--- src/rtl/sevseg_scan_if.sv ---
// Display bus of sevseg_scan_driver: value/control from the host register, segment and anode pins to the board.
interface sevseg_scan_if #(
  parameter int DIGITS = 4
);
  logic [4*DIGITS-1:0] value;
  logic                load;
  logic                hex_mode;
  logic                blank;
  logic [DIGITS-1:0]   dp;
  logic [6:0]          seg;
  logic                dp_n;
  logic [DIGITS-1:0]   an;

  modport master (
    output value, load, hex_mode, blank, dp,
    input  seg, dp_n, an
  );

  modport slave (
    input  value, load, hex_mode, blank, dp,
    output seg, dp_n, an
  );
endinterface

--- src/rtl/sevseg_scan_driver.sv ---
// Time-multiplexed common-anode seven-segment scanner with per-slot guard interval.
// Optional leading-zero suppression is enabled by defining SEVSEG_LZS_EN.
module sevseg_scan_driver #(
  parameter int DIGITS      = 4,
  parameter int REFRESH_DIV = 100000,
  parameter int GUARD       = 16
) (
  input  logic         clk,
  input  logic         reset,
  sevseg_scan_if.slave bus
);

  localparam int CW = $clog2(REFRESH_DIV);
  localparam int IW = (DIGITS > 1) ? $clog2(DIGITS) : 1;

  localparam logic [6:0] SEG_OFF = 7'h7F;

  logic [4*DIGITS-1:0] shadow;
  logic [CW-1:0]       cnt;
  logic [IW-1:0]       idx;

  logic [3:0]          cur_nib;
  logic                cur_dp;
  logic                cur_lz;
  logic [DIGITS-1:0]   an_next;
  logic [DIGITS-1:0]   lz_mask;

  // Active-low a..g glyphs; in decimal mode 10..15 render as blank.
  function automatic logic [6:0] glyph(input logic [3:0] nib, input logic hex);
    logic [6:0] g;
    case (nib)
      4'h0:    g = 7'h01;
      4'h1:    g = 7'h4F;
      4'h2:    g = 7'h12;
      4'h3:    g = 7'h06;
      4'h4:    g = 7'h4C;
      4'h5:    g = 7'h24;
      4'h6:    g = 7'h20;
      4'h7:    g = 7'h0F;
      4'h8:    g = 7'h00;
      4'h9:    g = 7'h04;
      4'hA:    g = 7'h08;
      4'hB:    g = 7'h60;
      4'hC:    g = 7'h31;
      4'hD:    g = 7'h42;
      4'hE:    g = 7'h30;
      default: g = 7'h38;
    endcase
    if (!hex && nib >= 4'd10) g = SEG_OFF;
    return g;
  endfunction

  // Select the active digit's nibble, dp request and suppression flag.
  always_comb begin
    // NOTE: every always_comb output gets a default first so no path can infer a latch.
    cur_nib = 4'h0;
    cur_dp  = 1'b0;
    cur_lz  = 1'b0;
    an_next = '1;
    for (int i = 0; i < DIGITS; i++) begin
      if (idx == IW'(i)) begin
        cur_nib    = shadow[4*i +: 4];
        cur_dp     = bus.dp[i];
        cur_lz     = lz_mask[i];
        an_next[i] = 1'b0;
      end
    end
  end

`ifdef SEVSEG_LZS_EN
  // Digit i>0 is suppressed while it and every digit above it are zero.
  always_comb begin
    logic zero_above;
    zero_above = 1'b1;
    lz_mask    = '0;
    for (int i = DIGITS - 1; i > 0; i--) begin
      zero_above = zero_above & (shadow[4*i +: 4] == 4'h0);
      lz_mask[i] = zero_above;
    end
  end
`else
  assign lz_mask = '0;
`endif

  always_ff @(posedge clk) begin
    // NOTE: sequential state uses non-blocking assignments so every register samples pre-edge values.
    if (reset) begin
      shadow <= '0;
    end else if (bus.load) begin
      shadow <= bus.value;
    end
  end

  always_ff @(posedge clk) begin
    if (reset) begin
      cnt <= '0;
      idx <= '0;
    end else if (cnt == CW'(REFRESH_DIV - 1)) begin
      cnt <= '0;
      idx <= (idx == IW'(DIGITS - 1)) ? '0 : idx + IW'(1);
    end else begin
      cnt <= cnt + CW'(1);
    end
  end

  // Outputs are built from the pre-edge slot state, giving one cycle of latency.
  always_ff @(posedge clk) begin
    if (reset) begin
      bus.an   <= '1;
      bus.seg  <= SEG_OFF;
      bus.dp_n <= 1'b1;
    end else if (bus.blank || cnt < CW'(GUARD)) begin
      bus.an   <= '1;
      bus.seg  <= SEG_OFF;
      bus.dp_n <= 1'b1;
    end else begin
      bus.an   <= an_next;
      bus.seg  <= cur_lz ? SEG_OFF : glyph(cur_nib, bus.hex_mode);
      bus.dp_n <= ~cur_dp;
    end
  end

endmodule

--- src/flat_wrapper.sv ---
// flat-port wrapper written by rule: the top's interface ports become plain ports
module sevseg_scan_driver_flat 
#(
  parameter int DIGITS      = 4,
  parameter int REFRESH_DIV = 100000,
  parameter int GUARD       = 16
)
  (clk, reset, bus_value, bus_load, bus_hex_mode, bus_blank, bus_dp, bus_seg, bus_dp_n, bus_an);
  sevseg_scan_if #(.DIGITS(DIGITS)) bus_i ();
  input  logic clk;
  input  logic reset;
  input wire logic [$bits(bus_i.value)-1:0] bus_value;
  input wire logic [$bits(bus_i.load)-1:0] bus_load;
  input wire logic [$bits(bus_i.hex_mode)-1:0] bus_hex_mode;
  input wire logic [$bits(bus_i.blank)-1:0] bus_blank;
  input wire logic [$bits(bus_i.dp)-1:0] bus_dp;
  output wire logic [$bits(bus_i.seg)-1:0] bus_seg;
  output wire logic [$bits(bus_i.dp_n)-1:0] bus_dp_n;
  output wire logic [$bits(bus_i.an)-1:0] bus_an;
  assign bus_i.value = bus_value;
  assign bus_i.load = bus_load;
  assign bus_i.hex_mode = bus_hex_mode;
  assign bus_i.blank = bus_blank;
  assign bus_i.dp = bus_dp;
  assign bus_seg = bus_i.seg;
  assign bus_dp_n = bus_i.dp_n;
  assign bus_an = bus_i.an;
  sevseg_scan_driver #(.DIGITS(DIGITS), .REFRESH_DIV(REFRESH_DIV), .GUARD(GUARD)) u_core (.clk(clk), .reset(reset), .bus(bus_i));
endmodule
--- config.mk ---
export PLATFORM = sky130hd
export DESIGN_NAME = sevseg_scan_driver_flat
export DESIGN_NICKNAME = d
export VERILOG_FILES = /design/src/rtl/sevseg_scan_if.sv /design/src/rtl/sevseg_scan_driver.sv /design/src/flat_wrapper.sv
export SDC_FILE = /design/constraint.sdc
export NUM_CORES = 1
export LEC_CHECK = 0
export ABC_AREA = 1
export BUFFER_PORTS_ARGS = -buffer_cell sky130_fd_sc_hd__buf_2
export CAP_MARGIN = 30
export CORE_UTILIZATION = 32
export DETAILED_ROUTE_END_ITERATION = 12
export SYNTH_ARGS = -nofsm -noshare
export SYNTH_HDL_FRONTEND = slang
export SYNTH_SLANG_ARGS = --single-unit
--- constraint.sdc ---
create_clock -name clk -period 1.9 [get_ports clk]
set_input_delay 0.475 -clock clk [delete_from_list [all_inputs] [get_ports clk]]
set_output_delay 0.475 -clock clk [all_outputs]
set_load 0.05 [all_outputs]
==> results of run 1 <==
## state kept, by name, summed over array words and instances (netlist names)
signal	count
u_core.bus.an	4
u_core.bus.dp_n	1
u_core.bus.seg	7
u_core.cnt	17
u_core.idx	2
u_core.shadow	16
## power by group
| part | total, uW | switching (uW) | leakage [uW] | internal, uW |
|---|---|---|---|---|
| registers | 1030 | 17.1 | 0.000385 | 1010 |
| logic | 203 | 116 | 0.000861 | 87.0 |
| clock network | 555 | 310 | 0.0000371 | 246 |
## worst max-delay path, cell delays in order (launching register included)
cell and delay (ns):
dfxtp_4 0.38, clkinvlp_4 0.13, ha_4 0.20, nand2_2 0.05, nand2_1 0.05, nand3_1 0.06
nand2_1 0.06, nand2_2 0.08, inv_2 0.06, ha_4 0.15, nand3b_1 0.20, a21oi_4 0.24
nand2_1 0.08
## worst max path at each step
stage	start	end	cells past startpoint
after detailed placement	u_core.idx[0]	u_core.bus.seg[1]	9
after floorplan	u_core.idx[0]	u_core.bus.seg[6]	10
after global placement	u_core.idx[0]	u_core.bus.seg[6]	9
final	u_core.idx[0]	u_core.bus.seg[1]	12
after CTS	u_core.idx[0]	u_core.bus.seg[1]	11
after global routing	u_core.idx[0]	u_core.bus.seg[1]	12
## placed cells by master, fill, tap and decap left out, drive strengths merged, types with 2 or more instances in the layout
master,n
buf,59
nor2,53
a21oi,18
or2,4
nand4,4
nor3,9
nand3,22
inv,32
o21ai,24
clkbuf,6
nand2,84
ha,11
clkinv,2
xor2,5
dfxtp,47
## area by class of cell
type                       instances  area (um2)  share of cell area, %
multi-input combinational        239        1310                   44.5
timing repair buffer              59         357                   12.1
clock buffer                       6        72.6                   2.47
tap                               96         120                   4.09
inverter                          35         138                   4.68
sequential                        47         946                   32.2
## per-layer routing
metal	wire, um	track usage [%]
met5	0	0
met4	65	4.47
met3	207	3.51
met2	2310	23.9
met1	2730	21.1
## cell usage after synthesis (4+ instances only)
cell type  instances  share of area, %
xor2_1             5               1.9
ha_1              11               5.9
nand2_1           79                13
a21oi_1           17               3.7
dfxtp_1           47                41
o21ai_0           24               5.2
inv_1             31               5.0
nand4_1            4               1.1
nand3_1           22               4.7
nor3_1             8               1.7
nand2_2            4               1.1
or2_2              4               1.1
nor2_1            49               7.9
## logic make-up after synthesis
family | count (synthesis) | share of synthesized area (%)
buffers and inverters | 41 | 7.17
AOI/OAI and AO/OA | 45 | 11.0
xor gates and xnor gates | 5 | 1.89
adders and majority gates | 11 | 5.93
DFF | 47 | 40.5
and+or+nand+nor | 178 | 33.5
## repair_timing
item	4_1_cts	5_1_grt
gates resized for setup	6	25
pin swaps	1	14
endpoints found under the setup margin	7	7
buffers inserted	0	3
## per-stage QoR
step | hold slack (ns) | TNS (ns)
floorplan | 0.417 | 0
global placement | 0.430 | -0.143
detailed placement | 0.443 | -0.433
CTS | 0.391 | 0
global route | 0.402 | -0.499
finish | 0.395 | 0
==> results_dict.tcl, run 1 <==
set metrics [dict create \
    biggest_fanout_along_the_worst_timing_path 7 \
    grt_pass1_vias 2003 \
    nFillCells 752 \
    required_ns 2.08 \
    die_width_um 87.2 \
    p_leak_uw 0.00128 \
    maximum_capacitance_violations 0 \
    port-buffer-count 36 \
    cts_made_buffers 5 \
    regToRegStartpoint "u_core.idx[0]" \
    synth.distinct_cells 29 \
    grt_first_pass_wirelength_um 9100 \
    async_flop_share_pct 0 \
    arrival_time_reported_for_the_critical_path_endpoint_ns 2.03 \
    synth.yosys.seq_area_share_pct 40.5 \
    floorplan.io_pins 37 \
    yosysWarningCount 0 \
    min_path_type "input port to flop" \
    achievable-frequency_mhz 540 \
    synth_cells 327 \
    relative_max_transition_margin_pct 77.7 \
    detail_route.drc_violations 0 \
    timing.final.crit_period_ns 1.85 \
    cts_tree "built" \
    initial_core_util_pct 33.6 \
    clock_tree.buffer_depth 2 \
    yosys_register_bits 47 \
    timing.final.crit_share_pct 97.5 \
    row_count 30 \
    place_area_um2 2740 \
    setup.reg_to_reg.worst_slack_ns 0.05 \
    clock_skew_ns 0.0124 \
    hold_start "bus_value[2]" \
    hpwl_um 4010 \
    synthesis.area_um2 2320 \
    reg2reg_to "u_core.bus.seg[1]" \
    pre_cts_ws_ns -0.0763 \
    crit_path_category "flop to flop" \
    vias 2165 \
    syn_nets 363 \
    antenna_found_initial 0 \
    reg2reg_path_depth 12 \
    cts.root.buffer_cell "clkbuf_8" \
    drt-vias-per-instance 4.49 \
    drv_slew 0 \
    synth-main-ff-cell "dfxtp_1" \
    run_status "finished, final reports clean" \
    clock_sinks 47 \
    grt.total_usage_pct 15.3 \
    wirelength_um 5320 \
    synth.avg_cell_area_um2 7.10 \
    max_slew.worst_pin.slew_ns 0.333 \
    synth_edf_count 0 \
    count_of_antenna_diodes_in_the_layout 0 \
    placedCellCount 473 \
    clkTransAtPathRegs_ns 0.08 \
    drtIter0Drc 69 \
    grt_max_degree 20 \
    cts.htree.levels 2 \
    antenna_violating_nets_post_route 0 \
    design_power_total_uw 1790 \
    layout-drive-gt1-share_pct 27.5 \
    fin_util_pct 42.6 \
    die_area_um2 7600 \
    unrepaired_setup_endpoints_after_global_routing "true" \
    clk_latency_ns 0.30 \
    setup_viol_count_final 0 \
    hold_path_endpoint "u_core.shadow[2]" \
    postLayoutCellArea_um2 2940 \
    die_h_um 87.2 \
    critPathCaptureType "flop" \
    fin_cells 482 \
    power.density_nw_per_um2 608 \
    wire_per_inst_um 11.0 \
    critical_path.startpoint_type "flop" \
    grt-ovfl-total 0 \
    final_critical_path_setup_slack_ns 0.0475 \
    hold_viol 0 \
    firstDrtPassIters 4 \
    num-nets-final 423 \
    worst_ir_drop_vdd_mv 0.314 \
    cts_hold_repair.buffers 0 \
    final_estimated_routing_congestion_in_global_placement 0.868 \
    core-area_um2 6910 \
    layout-area-overhead-vs-synth_pct 26.7 \
    timing.hold.worst_path_depth 3 \
]
Note: power is estimated with default switching activity, not from simulation.
==> inputs of run 2 (changes only) <==
--- a/config.mk
+++ b/config.mk
@@ -9,7 +9,9 @@
 export BUFFER_PORTS_ARGS = -buffer_cell sky130_fd_sc_hd__buf_2
 export CAP_MARGIN = 30
 export CORE_UTILIZATION = 32
+export CTS_CLUSTER_DIAMETER = 100
 export DETAILED_ROUTE_END_ITERATION = 12
+export RECOVER_POWER = 100
 export SYNTH_ARGS = -nofsm -noshare
 export SYNTH_HDL_FRONTEND = slang
 export SYNTH_SLANG_ARGS = --single-unit
==> constraint.sdc (replaced) <==
create_clock -name clk -period 2.36 [get_ports clk]
set_input_delay 0.59 -clock clk [delete_from_list [all_inputs] [get_ports clk]]
set_output_delay 0.59 -clock clk [all_outputs]
set_load 0.05 [all_outputs]
==> run 2 against run 1 <==
Wire length shrank 4.7%. Sequential share of layout area grew 3.0 points. Clock-buffer cell count is the same. First-iteration DRC count grew 110%. Combinational power shrank 31%.
==> results_dict.tcl, run 2 (synthesized netlist as in run 1, its figures left out) <==
set metrics [dict create \
    initial_core_util_pct 33.6 \
    num-nets-final 401 \
    mostFrequentLayoutCell "nand2_1" \
    detail_route.drc_violations 0 \
    layout-area-overhead-vs-synth_pct 15.4 \
    hold_viol 0 \
    antenna_found_initial 0 \
    startpoint "u_core.idx[0]" \
    biggest_fanout_along_the_worst_timing_path 8 \
    timing.final.crit_period_ns 2.11 \
    max_slew.worst_pin.slew_ns 0.647 \
    layout-drive-gt1-share_pct 13.9 \
    critical_path.startpoint_type "flop" \
    unrepaired_setup_endpoints_after_global_routing "false" \
    grt_first_pass_wirelength_um 8780 \
    port-buffer-count 36 \
    worst_ir_drop_vdd_mv 0.321 \
    run_status "finished, final reports clean" \
    wirelength_um 5070 \
    final_estimated_routing_congestion_in_global_placement 0.869 \
    clock_sinks 47 \
    drv_slew 0 \
    p_leak_uw 0.00117 \
    timing.final.crit_share_pct 89.5 \
    clk_latency_ns 0.31 \
    achievable-frequency_mhz 473 \
    mostFrequentLayoutCells "78 x nand2_1, 49 x nor2_1, 47 x dfxtp_1" \
    clock_tree.buffer_depth 2 \
    hpwl_um 3840 \
    grt-ovfl-total 0 \
    largest_register_ff_count 17 \
    antenna_violating_nets_post_route 0 \
    setup_viol_count_final 0 \
    grt_max_degree 20 \
    die_width_um 87.2 \
    cts.root.buffer_cell "clkbuf_8" \
    die_area_um2 7600 \
    clock_skew_ns 0.0164 \
    setup.reg_to_reg.worst_slack_ns 0.25 \
    grt_pass1_vias 1973 \
    crit_path_category "flop to flop" \
    floorplan.io_pins 37 \
    grt.total_usage_pct 14.9 \
    drtIter0Drc 148 \
    cts_tree "built" \
    regToRegStartpoint "u_core.idx[0]" \
    count_of_antenna_diodes_in_the_layout 0 \
    hold_start "u_core.cnt[0]" \
    reg2reg_path_depth 10 \
    largest_registers "u_core.cnt (17), u_core.shadow (16), u_core.bus.seg (7)" \
    firstDrtPassIters 4 \
    required_ns 2.55 \
    final.setup.tns_ns 0 \
    relative_max_transition_margin_pct 57.1 \
    power.density_nw_per_um2 557 \
    drt-vias-per-instance 4.42 \
    vias 2040 \
    maximum_capacitance_violations 0 \
    arrival_time_reported_for_the_critical_path_endpoint_ns 2.31 \
    hold_path_endpoint "u_core.cnt[0]" \
    reg2reg_to "u_core.bus.seg[3]" \
    core-area_um2 6910 \
    cts.htree.levels 2 \
    row_count 30 \
    design_power_total_uw 1490 \
    timing.hold.worst_path_depth 1 \
    min_path_type "flop to flop" \
    wire_per_inst_um 11.0 \
    largest_register "u_core.cnt" \
    die_h_um 87.2 \
    cts_made_buffers 5 \
    critPathCaptureType "flop" \
    clkTransAtPathRegs_ns 0.09 \
]
[run 2: cell count changes in the layout (fill, tap and decap cells not counted), sizes merged]
cell	delta
inv	+1
clkinv	+1
buf	-35
clkbuf	+13
[run 2: through the flow]
stage / area, um2 / utilization [%] / worst slack (ns) / hold slack [ns] / instances
floorplan: 2320 / - / 0.458 / 0.417 / 327
global placement: 2590 / 37.6 / 0.286 / 0.434 / 454
detailed placement: 2590 / 37.6 / 0.164 / 0.442 / 454
CTS: 2690 / 39.0 / 0.157 / 0.465 / 462
global route: 2680 / 38.8 / 0.0610 / 0.498 / 462
finish: 2680 / 38.8 / 0.247 / 0.465 / 462
[run 2: cell type report]
cell class	count	area [um2]
Timing Repair Buffer	37	171
Sequential cell	47	941
Tap cell	96	120
Clock buffer	6	82.6
Fill cell	777	4230
Inverter	35	131
Multi-Input combinational cell	239	1220
Clock inverter	2	16.3
[run 2: critical path, stage by stage, from the launching register on]
cell      delay [ns]
dfxtp_1         0.39
ha_1            0.36
inv_1           0.15
nor2_1          0.11
inv_1           0.05
nand2_2         0.12
inv_1           0.11
ha_1            0.22
nand3b_1        0.20
a21oi_4         0.23
nand2_1         0.08
[run 2: repair_timing]
item | in CTS | in global routing
setup endpoints to repair | 0 | 7
buffers inserted | 0 | 0
hold buffers | 0 | 0
resized for setup | 0 | 2
[run 2: how the worst max path moves through the flow]
stage,endpoint,slack [ns],cells past startpoint
global placement,u_core.bus.seg[6],0.29,10
floorplan,u_core.bus.seg[6],0.46,10
CTS,u_core.bus.seg[3],0.16,10
global route,u_core.bus.seg[1],0.06,13
detailed placement,u_core.bus.seg[3],0.16,10
finish,u_core.bus.seg[3],0.25,10
[run 2: where the power goes]
group / switching (uW) / leakage [uW] / total (uW) / internal [uW]
Clock: 284 / 0.0000474 / 524 / 240
Sequential: 12.3 / 0.000384 / 828 / 816
Combinational: 86.4 / 0.000737 / 140 / 53.5
Total: 383 / 0.00117 / 1490 / 1110
[run 2: metal layers]
metal  track usage, %  wire, um  vias to the layer above
met4             5.37        68                        0
met2             24.5      2260                       34
met3             3.89       215                        6
met1             18.8      2530                      886
met5                0         0                        -
li1                 -         -                     1114
